[src/rtl/alu_result_stage.sv]
// Registered ALU stage with a small result/flag FIFO and valid/ready on both sides.
// Define ALU_SATURATE_EN to clamp signed ADD/SUB overflow instead of wrapping.
module alu_result_stage #(
  parameter int WIDTH = 16,
  parameter int DEPTH = 2
) (
  input  logic                       clk,
  input  logic                       reset,
  input  logic                       in_valid,
  output logic                       in_ready,
  input  logic [WIDTH-1:0]           ain,
  input  logic [WIDTH-1:0]           bin,
  input  logic [1:0]                 aluop,
  output logic                       out_valid,
  input  logic                       out_ready,
  output logic [WIDTH-1:0]           out_c,
  output logic [2:0]                 out_status,
  output logic [$clog2(DEPTH):0]     occupancy
);

  localparam int AW = $clog2(DEPTH);
  localparam logic [AW-1:0] PTR_ONE   = AW'(1);
  localparam logic [AW:0]   OCC_ONE   = (AW + 1)'(1);
  localparam logic [AW:0]   OCC_DEPTH = (AW + 1)'(DEPTH);

  localparam logic [1:0] OP_ADD = 2'b00;
  localparam logic [1:0] OP_SUB = 2'b01;
  localparam logic [1:0] OP_AND = 2'b10;
  localparam logic [1:0] OP_MVN = 2'b11;

  logic [WIDTH-1:0] mem_c [DEPTH];
  logic [2:0]       mem_s [DEPTH];
  logic [AW-1:0]    rd_ptr;
  logic [AW-1:0]    wr_ptr;
  logic [AW:0]      count;

  logic             push;
  logic             pop;
  logic [WIDTH-1:0] res;
  logic             flag_v;
  logic             flag_n;
  logic             flag_z;

  // Handshake derives only from registered count, so out_ready never reaches in_ready.
  assign in_ready  = (count < OCC_DEPTH);
  assign out_valid = (count != '0);
  assign push      = in_valid && in_ready;
  assign pop       = out_valid && out_ready;
  assign occupancy = count;

  // Head is masked while empty so outputs read zero after reset without clearing storage.
  assign out_c      = out_valid ? mem_c[rd_ptr] : '0;
  assign out_status = out_valid ? mem_s[rd_ptr] : '0;

  always_comb begin
    res    = '0;
    flag_v = 1'b0;
    case (aluop)
      OP_ADD: begin
        res    = ain + bin;
        flag_v = (ain[WIDTH-1] == bin[WIDTH-1]) && (res[WIDTH-1] != ain[WIDTH-1]);
      end
      OP_SUB: begin
        res    = ain - bin;
        flag_v = (ain[WIDTH-1] != bin[WIDTH-1]) && (res[WIDTH-1] != ain[WIDTH-1]);
      end
      OP_AND: res = ain & bin;
      OP_MVN: res = ~bin;
      default: res = '0;
    endcase
`ifdef ALU_SATURATE_EN
    if (flag_v) begin
      res = ain[WIDTH-1] ? {1'b1, {(WIDTH-1){1'b0}}} : {1'b0, {(WIDTH-1){1'b1}}};
    end
`endif
    flag_n = res[WIDTH-1];
    flag_z = (res == '0);
  end

  always_ff @(posedge clk) begin
    if (push) begin
      mem_c[wr_ptr] <= res;
      mem_s[wr_ptr] <= {flag_v, flag_n, flag_z};
    end
  end

  always_ff @(posedge clk or posedge reset) begin
    if (reset) begin
      rd_ptr <= '0;
      wr_ptr <= '0;
      count  <= '0;
    end else begin
      if (push) wr_ptr <= wr_ptr + PTR_ONE;
      if (pop)  rd_ptr <= rd_ptr + PTR_ONE;
      case ({push, pop})
        2'b10:   count <= count + OCC_ONE;
        2'b01:   count <= count - OCC_ONE;
        default: count <= count;
      endcase
    end
  end

endmodule

[config.mk]
export PLATFORM = sky130hd
export DESIGN_NAME = alu_result_stage
export DESIGN_NICKNAME = d
export VERILOG_FILES = /design/src/rtl/alu_result_stage.sv
export SDC_FILE = /design/constraint.sdc
export NUM_CORES = 1
export LEC_CHECK = 0
export CAP_MARGIN = 20
export CORE_MARGIN = 2
export CORE_UTILIZATION = 39
export CTS_CLUSTER_DIAMETER = 50
export DETAILED_ROUTE_END_ITERATION = 12
export PLACE_DENSITY = 0.6
export SLEW_MARGIN = 30
export SYNTH_ARGS = -nofsm -noshare
export SYNTH_HDL_FRONTEND = slang
export SYNTH_SLANG_ARGS = --single-unit
[constraint.sdc]
create_clock -name clk -period 3.7 [get_ports clk]
set_clock_uncertainty 0.05 [all_clocks]
set_input_delay 0.925 -clock clk [delete_from_list [all_inputs] [get_ports clk]]
set_output_delay 0.925 -clock clk [all_outputs]
set_load 0.05 [all_outputs]
# Word level (Yosys, flattened, before mapping)
# Memories as Yosys holds them, arrays and structs flattened.
# Index checks and enable logic that the tools add are counted.
# W data, S select, Z words.
word_totals:
  mem_count: 2
  romBits: 0
  mem_bits_rw: 38
  reg_bits: 4
  output_inout_bits: 23
  word_cells: 38
  latch_bits: 0
  inputBits: 38
mem_list:
  columns: ["name", "depth", "width", "read_ports", "rd_clocked_by_memory_dff", "write_ports", "line_no", "source"]
  rows:
  - ["mem_c", 2, 16, 1, 0, 1, "31", "logic [WIDTH-1:0] mem_c [DEPTH];"]
  - ["mem_s", 2, 3, 1, 0, 1, "32", "logic [2:0] mem_s [DEPTH];"]
op_classes:
  n_eq_ne: 9
  div: 0
  n_lt_le_gt_ge: 1
  mul: 0
  shifts: 0
  n_addsub: 6
  n_reduce_logical: 8
  muxes: 7
  bitwise: 2
op_table:
  columns: ["cell", "count"]
  rows:
  - ["$pmux W16 S4", 1]
  - ["$add A16 B16 Y16", 1]
  - ["$and A16 B16 Y16", 1]
  - ["$logic_not A16 Y1", 1]
  - ["$mux W16", 1]
  - ["$not A16 Y16", 1]
  - ["$sub A16 B16 Y16", 1]
  - ["$eq A2 B2 Y1 const B", 3]
  - ["$eq A2 B1 Y1 const B", 2]
  - ["$logic_and A1 B1 Y1", 4]
  - ["$pmux W2 S2", 1]
  - ["$reduce_bool A2 Y1", 2]
  - ["$mux W3", 1]
  - ["$ne A1 B1 Y1", 3]
  - ["$add A1 B1 Y1 const B", 2]
  - ["$add A2 B1 Y2 const B", 1]
  - ["$logic_not A2 Y1", 1]
  - ["$lt A2 B2 Y1 const B", 1]
  - ["$mux W1", 2]
  - ["$pmux W1 S2", 1]
  - ["$sub A2 B1 Y2 const B", 1]
  - ["$eq A1 B1 Y1", 1]

# Logic depth before layout (Yosys ltp)
depth:
  word_depth: 4
  mapped_depth: 12

# Worst setup path after synthesis
# Ideal clock, no wire load.
synth_timing:
  path_kind: "input to register"
  start: "input ain[0]"
  end: "memory mem_s[0][0], data pin"
  arrival_time_ns: 3.725
  setup_time_ns: 0.203
  setup_slack_ns: -0.278
  stages: 11
  n_path_buf: 0
  required_ns: 3.447
  cell_sequence: "ha_1 inv_1 fa_1 or2_2 a221oi_1 a221oi_1 o31a_1 nor4_2 o2111ai_1 or4_1 a2111oi_2"
synth_between:
  elab_chain_len: 3
  word_cells_on_any_way: 5
  cone_classes: "add/sub (2); mux (1); bitwise (1); reduce/logical (1)"
synth_lines:
  columns: ["element", "line_no", "source"]
  rows:
  - ["start, declared", "11", "input logic [WIDTH-1:0] ain,"]
  - ["$sub A16 B16 Y16 or $add A16 B16 Y16 (tied branches)", "64, 60", null]
  - ["$pmux W16 S4 (*)", "58", "case (aluop)"]
  - ["via res[6]", "39", "logic [WIDTH-1:0] res;"]
  - ["$logic_not A16 Y1 (*)", "77", "flag_z = (res == '0);"]
  - ["via flag_z", "42", "logic flag_z;"]
  - ["end, declared", "32", null]
# The timed path passes the listed nets; every way through them passes the cells marked *.

# Worst setup path after layout
layout_timing:
  start: "input ain[0]"
  end: "memory mem_s[1][0], data pin"
# Same word-level chain as after synthesis.

==> summary.txt <==
Status
  – Status: finished with violations
  – Failing checks: negative setup slack

Timing
  – Fin crit share: 100.4%
  – Max Freq: 0.2691 GHz
  – Actual slew at the worst max-slew pin: 0.8605 ns
  – Min cycle time layout: 3.716 ns
  – Relative slew slack: 42.63%
  – Setup_tns: -0.03254 ns
  – Worst setup margin: -0.01629 ns
  – Max-slew violations: 0
  – RSZ-0062 raised after global routing: true
  – Final setup viols: 2
  – Number of hold violations in the final report: 0

Critical path
  – R2r endpoint: occupancy[1]
  – Worst setup SP type: input pin
  – Worst endpoint required time: 3.74 ns
  – Crit path capture type: flop
  – Max FO, Critical Path: 2
  – Crit path DAT: 3.76 ns
  – Reg2Reg Depth: 6
  – Kind of critical path: input pin to flop
  – Crit Reg-Reg Startpoint: occupancy[0]
  – FF-to-FF setup slack: 1.92 ns

Drt
  – Via count: 3,796
  – Residual DRC: 0
  – Starting DRC count in detailed routing: 176
  – Drt pass-1 iters: 5
  – Wirelength, routed: 10.88 mm
  – Routed length per placed instance: 14.93 um
  – Vias per inst: 5.207
  – Antenna viol nets, final: 0

Place
  – Placed instance count: 699
  – IO Port Bufs: 60
  – Post-DP HPWL: 8.200 mm
  – Gpl congestion: 0.8863

Global route
  – Global-route usage over all layers: 21.38%
  – Global-route wire length before repair: 18.02 mm
  – Total congestion overflow: 0
  – Largest net degree at the start of global routing: 20
  – Vias in the first global route: 3,849
  – Initial antenna violation count: 0

Logic synthesis
  – Flops & latches, synth: 40
  – Number of synthesized flops with an enable pin: 36
  – Synthesized area per cell: 9.305 um2
  – Ys flop type: edfxtp_1
  – Asr flop ratio synth: 10.00%
  – Seq/Total Area, Yosys: 30.81%
  – Mapped Area: 3834 um2
  – Synthesized instance count: 412
  – Synth unique cells: 73
  – Warnings from Yosys: 0
  – Synthesized net count: 485

Clocking
  – H-tree Lvls: 2
  – Root Buffer: clkbuf_8
  – Clk buf depth: 2
  – Post-CTS Hold Buffers: 0
  – Clk Latency, worst-skew pair: 0.28 ns
  – Clock-pin slew on the worst setup and hold paths: 0.07 ns
  – Clock buffers created by TritonCTS: 5
  – CTS tree: built
  – Total clock sinks: 40

Pwr
  – Leak Pwr: 2.523 nW
  – Register share of total power: 23.9%
  – Gate power share: 66.3%
  – Clock power share: 9.8%
  – Power density over cell area: 467.2 nW/um2
  – Net Sw Frac: 45.65%
  – Cell Int Power: 1.484 mW
  – Net Sw Power: 1.246 mW
  – Peak VDD IR: 0.3392 mV

Worst hold path
  – Min-Delay Startpoint: wr_ptr
  – Worst Hold Depth: 1
  – HP Class: flop to flop
  – Hold worst-path end: wr_ptr

Floorplan
  – Initial Util: 39.77%
  – Row cnt: 36
  – Core ar.: 9639 um2
  – DIE HEIGHT: 103.1 um
  – Die ar.: 10,640 um2
  – IO Pins: 61
  – Die width: 103.1 um

Layout
  – Fin nets: 668
  – Post-route insts no fill: 729
  – Share of layout cells above drive strength 1: 39.60%
  – P&R area growth vs syn: 52.42%
  – Final Util: 60.62%
  – # diodes: 0

Job
  – Max-cap violations: 0
through the flow:
step | power (mW) | worst slack (ns) | cell area, um2 | hold slack [ns]
after floorplan | 1.772 | 0.02189 | 3845 | 0.4108
after global placement | 2.353 | -0.6282 | 5300 | 0.4331
after detailed placement | 2.382 | -0.7384 | 5300 | 0.4439
after CTS | 2.729 | -0.01141 | 5789 | 0.4563
after global routing | 2.901 | -0.1248 | 5843 | 0.5060
final | 2.730 | -0.01629 | 5843 | 0.4599
power groups by stage:
stage	Combinational, mW	Clock, mW	Sequential (mW)
floorplan	1.08	0	0.694
global placement	1.70	0	0.657
detailed placement	1.72	0	0.663
CTS	1.80	0.275	0.653
global route	1.95	0.296	0.660
finish	1.81	0.267	0.652
metal layers:
layer	GRT usage, %	part of all wire [%]	vias to the layer above
met5	0	0	-
met4	7.490	2.6	0
met1	26.33	42	1789
met2	38.21	51	117
li1	-	-	1861
met3	2.915	4.6	29
sequential cells by signal, summed over array words and instances (netlist names):
| register | flops |
|---|---|
| mem_c | 30 |
| mem_s | 6 |
| occupancy | 2 |
| rd_ptr | 1 |
| wr_ptr | 1 |
cell usage in the layout (no fill, tap or decap), types with 6 or more instances in the layout:
cell type / n
nor2b_1: 8
buf_4: 134
inv_1: 22
ha_4: 11
xnor2_1: 13
edfxtp_1: 36
inv_2: 11
ha_1: 19
nor2_1: 44
a21oi_2: 8
clkdlybuf4s50_1: 43
mux2i_1: 23
dlygate4sd2_1: 7
nor3_1: 12
nand2_1: 16
nand2b_1: 7
o21ai_0: 12
o21bai_1: 6
a21oi_1: 21
logic make-up (layout without fill, tap and decap cells):
family	after synthesis	in the layout	share of synthesized area, %
AOI/OAI and AO/OA	107	107	19.97
DFF	40	40	30.81
buffers and inverters	59	243	8.583
muxes	28	28	8.159
adders and majority gates	35	35	11.81
xor gates and xnor gates	17	17	3.884
and+or+nand+nor	126	126	16.78
worst max-delay path, cell delays in order:
cell	delay, ns
buf_8	0.11
inv_6	0.05
ha_4	0.12
fa_2	0.24
nor2b_4	0.05
a21bo_1	0.20
a2111o_1	0.39
and3_1	0.15
o31a_1	0.33
nor4_4	0.32
o2111ai_1	0.15
or4_4	0.51
a2111oi_4	0.22
repair_timing:
action                     in CTS  in global routing
setup endpoints to repair       8                  4
pin swaps                      30                  8
buffers inserted               18                  4
gates resized for setup       111                 12
cell type report:
class                      instances  area, um2
fill                             870       3796
tap                              133      166.4
sequential                        40       1181
clock buffer                       7      76.32
clock inverter                     1      5.005
inverter                          35      136.4
multi-input combinational        313       2634
timing repair buffer             200       1644
synthesized netlist by cell type (all sizes together), types with 5 or more instances:
cell / count / area [um2]
nor2b: 9 / 63.81
clkbuf: 19 / 151.4
nand2: 17 / 63.81
nor2: 46 / 172.7
o21ai: 18 / 90.08
nand2b: 7 / 43.79
edfxtp: 36 / 1081
ha: 33 / 412.9
a21oi: 29 / 148.9
and3: 6 / 38.79
a21o: 5 / 40.04
xnor2: 13 / 113.9
inv: 34 / 127.6
a221oi: 5 / 43.79
mux2i: 23 / 230.2
buf: 5 / 46.29
nor3: 14 / 70.07
o21bai: 6 / 45.04
worst max-delay path by stage:
stage | startpoint | to | slack [ns] | cells past startpoint
2_1_floorplan | bin[2] | mem_s[0][0] | 0.02 | 12
3_3_place_gp | bin[0] | mem_s[0][0] | -0.63 | 12
3_5_place_dp | bin[0] | mem_s[0][0] | -0.74 | 13
4_1_cts | ain[0] | mem_s[1][0] | -0.01 | 12
5_1_grt | ain[0] | mem_s[1][0] | -0.12 | 14
6_report | ain[0] | mem_s[1][0] | -0.02 | 13
Power figures use the tool's default switching activity.
